--- src/rtl/difftest_commit_buffer.sv ---
// In-order retire FIFO feeding COMMIT_WIDTH registered difftest commit slots; slot 0 always carries the oldest entry.
// Define DIFFTEST_COMMIT_CNT_EN to add the 64-bit cnt_commit output (total instructions reported).
module difftest_commit_buffer #(
  parameter int         DEPTH        = 8,
  parameter int         COMMIT_WIDTH = 2,
  parameter logic [7:0] CORE_ID      = 8'd0
) (
  input  logic                        clock,
  input  logic                        reset,
  input  logic                        in_valid,
  output logic                        in_ready,
  input  logic [7:0]                  in_special,
  input  logic                        in_skip,
  input  logic                        in_isRVC,
  input  logic                        in_rfwen,
  input  logic                        in_fpwen,
  input  logic [31:0]                 in_wpdest,
  input  logic [7:0]                  in_wdest,
  input  logic [63:0]                 in_pc,
  input  logic [31:0]                 in_instr,
  input  logic                        stall,
  output logic [7:0]                  out_coreid,
  output logic [COMMIT_WIDTH-1:0]     out_valid,
  output logic [8*COMMIT_WIDTH-1:0]   out_index,
  output logic [8*COMMIT_WIDTH-1:0]   out_special,
  output logic [COMMIT_WIDTH-1:0]     out_skip,
  output logic [COMMIT_WIDTH-1:0]     out_isRVC,
  output logic [COMMIT_WIDTH-1:0]     out_rfwen,
  output logic [COMMIT_WIDTH-1:0]     out_fpwen,
  output logic [32*COMMIT_WIDTH-1:0]  out_wpdest,
  output logic [8*COMMIT_WIDTH-1:0]   out_wdest,
  output logic [64*COMMIT_WIDTH-1:0]  out_pc,
`ifdef DIFFTEST_COMMIT_CNT_EN
  output logic [63:0]                 cnt_commit,
`endif
  output logic [32*COMMIT_WIDTH-1:0]  out_instr
);

  localparam int AW = $clog2(DEPTH);
  localparam int PW = AW + 1;
  localparam int EW = 148;

  logic [EW-1:0]           mem_r [DEPTH];
  logic [PW-1:0]           wr_ptr_r;
  logic [PW-1:0]           rd_ptr_r;
  logic [EW-1:0]           slot_r [COMMIT_WIDTH];
  logic [COMMIT_WIDTH-1:0] slot_valid_r;

  logic [PW-1:0]           count_s;
  logic [PW-1:0]           drain_n_s;
  logic                    enq_s;
  logic [EW-1:0]           entry_in_s;
  logic [AW-1:0]           rd_idx_s [COMMIT_WIDTH];

  // Entry layout: special, flags, wpdest, wdest, pc, instr (instr at the LSB end)
  assign entry_in_s = {in_special, in_skip, in_isRVC, in_rfwen, in_fpwen,
                       in_wpdest, in_wdest, in_pc, in_instr};

  assign count_s  = wr_ptr_r - rd_ptr_r;
  assign in_ready = (count_s < PW'(DEPTH));
  assign enq_s    = in_valid && in_ready;

  // Number of entries drained this cycle
  always_comb begin
    drain_n_s = '0;
    if (stall) begin
      drain_n_s = '0;
    end else if (count_s < PW'(COMMIT_WIDTH)) begin
      drain_n_s = count_s;
    end else begin
      drain_n_s = PW'(COMMIT_WIDTH);
    end
  end

  // Storage index of the k-th oldest entry
  always_comb begin
    for (int k = 0; k < COMMIT_WIDTH; k++) begin
      rd_idx_s[k] = rd_ptr_r[AW-1:0] + AW'(k);
    end
  end

  // FIFO storage and pointers
  always_ff @(posedge clock or negedge reset) begin
    if (!reset) begin
      wr_ptr_r <= '0;
      rd_ptr_r <= '0;
      for (int i = 0; i < DEPTH; i++) begin
        mem_r[i] <= '0;
      end
    end else begin
      if (enq_s) begin
        mem_r[wr_ptr_r[AW-1:0]] <= entry_in_s;
        wr_ptr_r                <= wr_ptr_r + PW'(1);
      end
      rd_ptr_r <= rd_ptr_r + drain_n_s;
    end
  end

  // Commit slots: undrained slots drop valid but keep their last data
  always_ff @(posedge clock or negedge reset) begin
    if (!reset) begin
      slot_valid_r <= '0;
      for (int k = 0; k < COMMIT_WIDTH; k++) begin
        slot_r[k] <= '0;
      end
    end else begin
      for (int k = 0; k < COMMIT_WIDTH; k++) begin
        if (PW'(k) < drain_n_s) begin
          slot_r[k]       <= mem_r[rd_idx_s[k]];
          slot_valid_r[k] <= 1'b1;
        end else begin
          slot_valid_r[k] <= 1'b0;
        end
      end
    end
  end

`ifdef DIFFTEST_COMMIT_CNT_EN
  logic [63:0] cnt_commit_r;

  // Running total of reported instructions, wraps modulo 2^64
  always_ff @(posedge clock or negedge reset) begin
    if (!reset) begin
      cnt_commit_r <= 64'd0;
    end else begin
      cnt_commit_r <= cnt_commit_r + 64'(drain_n_s);
    end
  end

  assign cnt_commit = cnt_commit_r;
`endif

  assign out_coreid = CORE_ID;
  assign out_valid  = slot_valid_r;

  for (genvar k = 0; k < COMMIT_WIDTH; k++) begin : g_slot
    assign out_index[8*k +: 8]    = 8'(k);
    assign out_special[8*k +: 8]  = slot_r[k][147:140];
    assign out_skip[k]            = slot_r[k][139];
    assign out_isRVC[k]           = slot_r[k][138];
    assign out_rfwen[k]           = slot_r[k][137];
    assign out_fpwen[k]           = slot_r[k][136];
    assign out_wpdest[32*k +: 32] = slot_r[k][135:104];
    assign out_wdest[8*k +: 8]    = slot_r[k][103:96];
    assign out_pc[64*k +: 64]     = slot_r[k][95:32];
    assign out_instr[32*k +: 32]  = slot_r[k][31:0];
  end

endmodule

--- config.mk ---
export PLATFORM = sky130hd
export DESIGN_NAME = difftest_commit_buffer
export DESIGN_NICKNAME = d
export VERILOG_FILES = /design/src/rtl/difftest_commit_buffer.sv
export SDC_FILE = /design/constraint.sdc
export NUM_CORES = 2
export LEC_CHECK = 0
export CORE_UTILIZATION = 45
export CTS_CLUSTER_DIAMETER = 150
export DETAILED_ROUTE_END_ITERATION = 7
export PLACE_DENSITY = 0.64
export SETUP_SLACK_MARGIN = 0.15
export SYNTH_ARGS = -nofsm -noshare
export SYNTH_HDL_FRONTEND = slang
export SYNTH_SLANG_ARGS = --single-unit
--- constraint.sdc ---
create_clock -name clock -period 3.6 [get_ports clock]
set_input_delay 0.72 -clock clock [delete_from_list [all_inputs] [get_ports clock]]
set_output_delay 0.72 -clock clock [all_outputs]
set_load 0.005 [all_outputs]
* After elaboration in Yosys (flattened, before gate mapping) *
Index checks and enable logic that the tools add are counted.

storage, ports and cells
  register bits after elaboration = 1490
  bits of input ports = 152
  logic and storage cells = 43

operators by class
  add/sub/neg operators = 4
  order comparisons = 8
  mux-type cells = 13
  bitwise gates (word level) = 3
  reductions and logical operators = 2

operators with widths
  kind                                                         count
  bitwise mux 1184 bit                                         1
  binary-select mux 148 bit (select 3 bit)                     2
  2-to-1 mux 148 bit                                           5
  demux 148 bit (select 3 bit)                                 1
  greater-or-equal comparator 4 bit (second input constant)    3
  NOT 3 -> 4 bit                                               3
  less-than comparator 1 x 4 -> 1 bit (first input constant)   2
  2-to-1 mux 4 bit                                             2
  adder 4 x 1 -> 4 bit (second input constant)                 1
  adder 4 bit                                                  1
  less-than comparator 4 x 1 -> 1 bit (second input constant)  1
  less-than comparator 4 x 2 -> 1 bit (second input constant)  1
  less-than comparator 4 bit (second input constant)           1
  subtractor 4 bit                                             1
  adder 3 x 1 -> 3 bit (second input constant)                 1
  logical AND 1 bit                                            2
  2-to-1 mux 1 bit                                             2

* Depth between registers and ports, before layout *
  word-level depth = 6
  gate-level depth with buffers = 15
  gate-level depth less buffers = 12

* Least setup slack after synthesis *
OpenSTA, ideal clock, no wires.

  path type = register to register
  start = reg rd_ptr_r[1]
  end = reg rd_ptr_r[3]
  arrival = 3.273 ns
  slack = 0.247 ns
  stages on the path, launching flop included = 15
  period minus slack after synthesis = 3.353 ns
  path through = dfrtp_1 buf_2 buf_2 buf_2 buf_2 inv_1 fa_1 xor2_1 nor2_1 a31oi_4 buf_2 ha_1 a21o_1 a21oi_1 xnor2_1

between the ends
  cells in the longest elaborated chain, start to end = 5

ends and longest elaborated chain
  what                                 line  source
  start: declaration                   45    logic [PW-1:0] rd_ptr_r;
  start signal: assignment             95    rd_ptr_r <= rd_ptr_r + drain_n_s;
  subtractor 4 bit                     59    assign count_s = wr_ptr_r - rd_ptr_r;
  less-than comparator 4 x 2 -> 1 bit  68    end else if (count_s < PW'(COMMIT_WIDTH)) begin
  2-to-1 mux 4 bit                     68
  2-to-1 mux 4 bit                     66    if (stall) begin
  adder 4 bit *                        95

Mark *: on every way between the ends. The rest lies on a longest branch, timed or not.
A chain may end at the register's enable or synchronous reset.

* Final worst setup path *
  start = reg wr_ptr_r[0]
  end = out in_ready

between the ends
  cells in the longest elaborated chain, start to end = 2

ends and longest elaborated chain
  what                        line  source
  start: declaration          44    logic [PW-1:0] wr_ptr_r;
  start signal: assignment    93    wr_ptr_r <= wr_ptr_r + PW'(1);
  subtractor 4 bit            59
  less-than comparator 4 bit  60    assign in_ready = (count_s < PW'(DEPTH));
  end: declaration            11    output logic in_ready,

Every way passes these cells.

==> impl_metrics.tcl <==
set metrics [dict create \
    worstSetupPathType "reg2out" \
    die_x_um 405.6 \
    vias_per_cell 5.836 \
    min_path_type "reg2reg" \
    grt_pass1_vias 45406 \
    drv_slew 0 \
    first_pass_iters 6 \
    final-setup-viol-count 0 \
    ant_nets 0 \
    tightest_slew_ns 1.147 \
    cts_inserted_buffers 165 \
    dr_wl_met2_mm 90.06 \
    yosysTopAreaCell "dfrtp_1" \
    setup_tns_ns 0 \
    gp_congestion 0.7638 \
    nFillCells 13223 \
    clock_skew_ns 0.03124 \
    worstPathRequired_ns 2.88 \
    cts_tree "built" \
    io_buffers 450 \
    synth_ff_type "dfrtp_1" \
    post-route-min-period_ns 3.369 \
    period_share 0.9360 \
    clockBufferDepth 3 \
    synth-seq-cells 1490 \
    dp.final_hpwl_mm 112.0 \
    rows 147 \
    drt_iter0_drc 2657 \
    wl_met1_mm 84.19 \
    netlist_instances 4584 \
    synth_top_area_frac 0.5087 \
    p_per_area_mw_per_mm2 1085 \
    slew_headroom 0.2353 \
    rsz0062_at_grt "no" \
    synthTopCellsByCount "dfrtp_1, mux2_2, mux4_2" \
    maxUsedRoutingLayer "met5" \
    die-height_um 405.6 \
    grt_antenna_before_repair 27 \
    status "complete, no violations" \
    area_growth_pct 17.16 \
    cellLeakagePower_nw 36.59 \
    num_vias 42542 \
    cap_viol_max_count 0 \
    async_flop_share 1.000 \
    ys_seq_area_frac 0.5087 \
    synth.cell_area_sq_mm 0.07330 \
    cts.clk_slew.worst_paths_ns 0.06 \
    fin_nets 5155 \
    synth_area_per_cell_sq_um 15.99 \
    synth_edf_count 0 \
    hold_viol 0 \
    start_util 0.4550 \
    critical_path.endpoint_type "output port" \
    fmax_mhz 296.8 \
    h-tree-depth 4 \
    ys_warn_count 0 \
    totalWireLength_mm 188.8 \
    wl_met3_mm 9.950 \
    insertion_delay_ns 0.78 \
    worstPathArrival_ns 2.65 \
    dieArea_sq_mm 0.1645 \
    yosysUniqueCellTypes 36 \
    cts_root_buffer "clkbuf_16" \
    drc 0 \
    track_usage 0.2343 \
    drive_above_1_share 0.4656 \
    grt_pass1_wl_mm 292.1 \
    synth_area_leaders "dfrtp_1, mux2_2, mux4_2" \
    core_sq_mm 0.1611 \
    ir_drop_mv 0.8645 \
    worst_hold_slack_ns 0.4806 \
    crit_fanout 5 \
    ios 475 \
    report.power.total_mw 93.21 \
    grt_overflow_total 0 \
    synth.most_common_cell "dfrtp_1" \
    grt_max_degree 132 \
    wl_per_cell_um 25.89 \
    worstSetupStartpointType "flip-flop" \
    cts.sinks 1490 \
]
where the power goes:
group / leakage [nW] / switching (mW) / total, mW / internal (mW)
clock network: 2.68 / 7.01 / 16.8 / 9.83
registers: 18.4 / 5.62 / 30.7 / 25.0
logic: 15.5 / 18.8 / 45.7 / 26.9
cell families (layout without fill, tap and decap cells):
logic type	Yosys count	count (layout)	synth area share
DFF	1490	1490	0.5087
and+or+nand+nor	467	467	0.02470
muxes	2221	2221	0.4321
adders and majority gates	10	10	0.001912
other	2	33	0.0001025
buffers and inverters	379	894	0.03045
AOI/OAI and AO/OA	7	7	0.0009900
xor gates and xnor gates	8	8	0.001058
cell usage in the layout (no fill, tap or decap), drive strengths merged, types with 3 or more instances in the layout:
cell type | netlist | routed
mux2 | 1629 | 1629
dfrtp | 1490 | 1490
mux4 | 592 | 592
clkdlybuf4s50 | 0 | 449
nand2 | 446 | 446
clkbuf | 69 | 248
buf | 303 | 141
clkinv | 1 | 35
conb | 2 | 25
inv | 6 | 12
diode | 0 | 8
ha | 8 | 8
bufinv | 0 | 6
xnor2 | 6 | 6
nand4 | 5 | 5
nor2 | 4 | 4
and4b | 3 | 3
nand3 | 3 | 3
routing by layer:
layer  global-route usage  vias to the layer above
li1                     -                    18082
met1               0.3326                    23094
met2               0.3698                     1032
met3              0.04553                      302
met4              0.06097                       32
met5                    0                        -
state kept, by name, summed over array words and instances (netlist names):
| register | cells |
|---|---|
| out_special | 16 |
| out_wdest | 16 |
| rd_ptr_r | 4 |
| out_rfwen | 2 |
| out_valid | 2 |
| out_pc | 128 |
| wr_ptr_r | 4 |
| out_instr | 64 |
| out_isRVC | 2 |
| out_fpwen | 2 |
| out_skip | 2 |
| mem_r | 1184 |
| out_wpdest | 64 |
cell type report:
cell class                 instances  area [sq um]  area share
sequential                      1490         37300      0.4343
multi-input combinational       2738         33960      0.3954
timing repair buffer             591          6421     0.07477
clock buffer                     248          4883     0.05686
tap                             2160          2703     0.03147
clock inverter                    48         564.3    0.006570
inverter                           7         33.78   0.0003934
antenna                            8         20.02   0.0002331
critical path, cell delays in order, from the launching register on:
cell,delay [ns]
dfrtp_2,0.40
inv_1,0.09
ha_1,0.22
nand3b_1,0.28
a21o_4,0.29
and2_4,0.15
clkdlybuf4s50_1,0.45
stage by stage:
| step | setup WS (ns) | util | instance area [sq um] | instances |
|---|---|---|---|---|
| 4_1_cts | 0.1710 | 0.5327 | 85820 | 7279 |
| 3_3_place_gp | 0.5117 | 0.4985 | 80320 | 6978 |
| 5_1_grt | 0.1102 | 0.5330 | 85880 | 7289 |
| 2_1_floorplan | 0.2473 | - | 73390 | 4607 |
| 3_5_place_dp | 0.5007 | 0.4985 | 80320 | 6978 |
| 6_report | 0.2306 | 0.5330 | 85880 | 7290 |
worst paths after layout:
| path | start | to | slack (ns) | cells after the start |
|---|---|---|---|---|
| worst min-delay path | out_pc[56]$_DFFE_PN0N_ | out_pc[56]$_DFFE_PN0N_ | 0.48 | 1 |
| worst max-delay path | wr_ptr_r[0]$_DFFE_PN0P_ | in_ready | 0.23 | 6 |
| worst min register to register | out_pc[56]$_DFFE_PN0N_ | out_pc[56]$_DFFE_PN0N_ | 0.48 | 1 |
| worst max register to register | rd_ptr_r[1]$_DFF_PN0_ | out_pc[12]$_DFFE_PN0N_ | 0.54 | 7 |
| max in group asynchronous | reset | mem_r[226]$_DFFE_PN0P_ | 1.85 | 3 |
| min in group asynchronous | reset | mem_r[1095]$_DFFE_PN0P_ | 0.56 | 2 |
what timing repair did:
action	4_1_cts	5_1_grt
gates resized for setup	7	3
hold endpoints to repair	52	0
endpoints found under the setup margin	1	1
pin swaps	2	1
buffers inserted	4	3
hold buffers	1	0
Note: power is estimated with default switching activity, not from simulation.
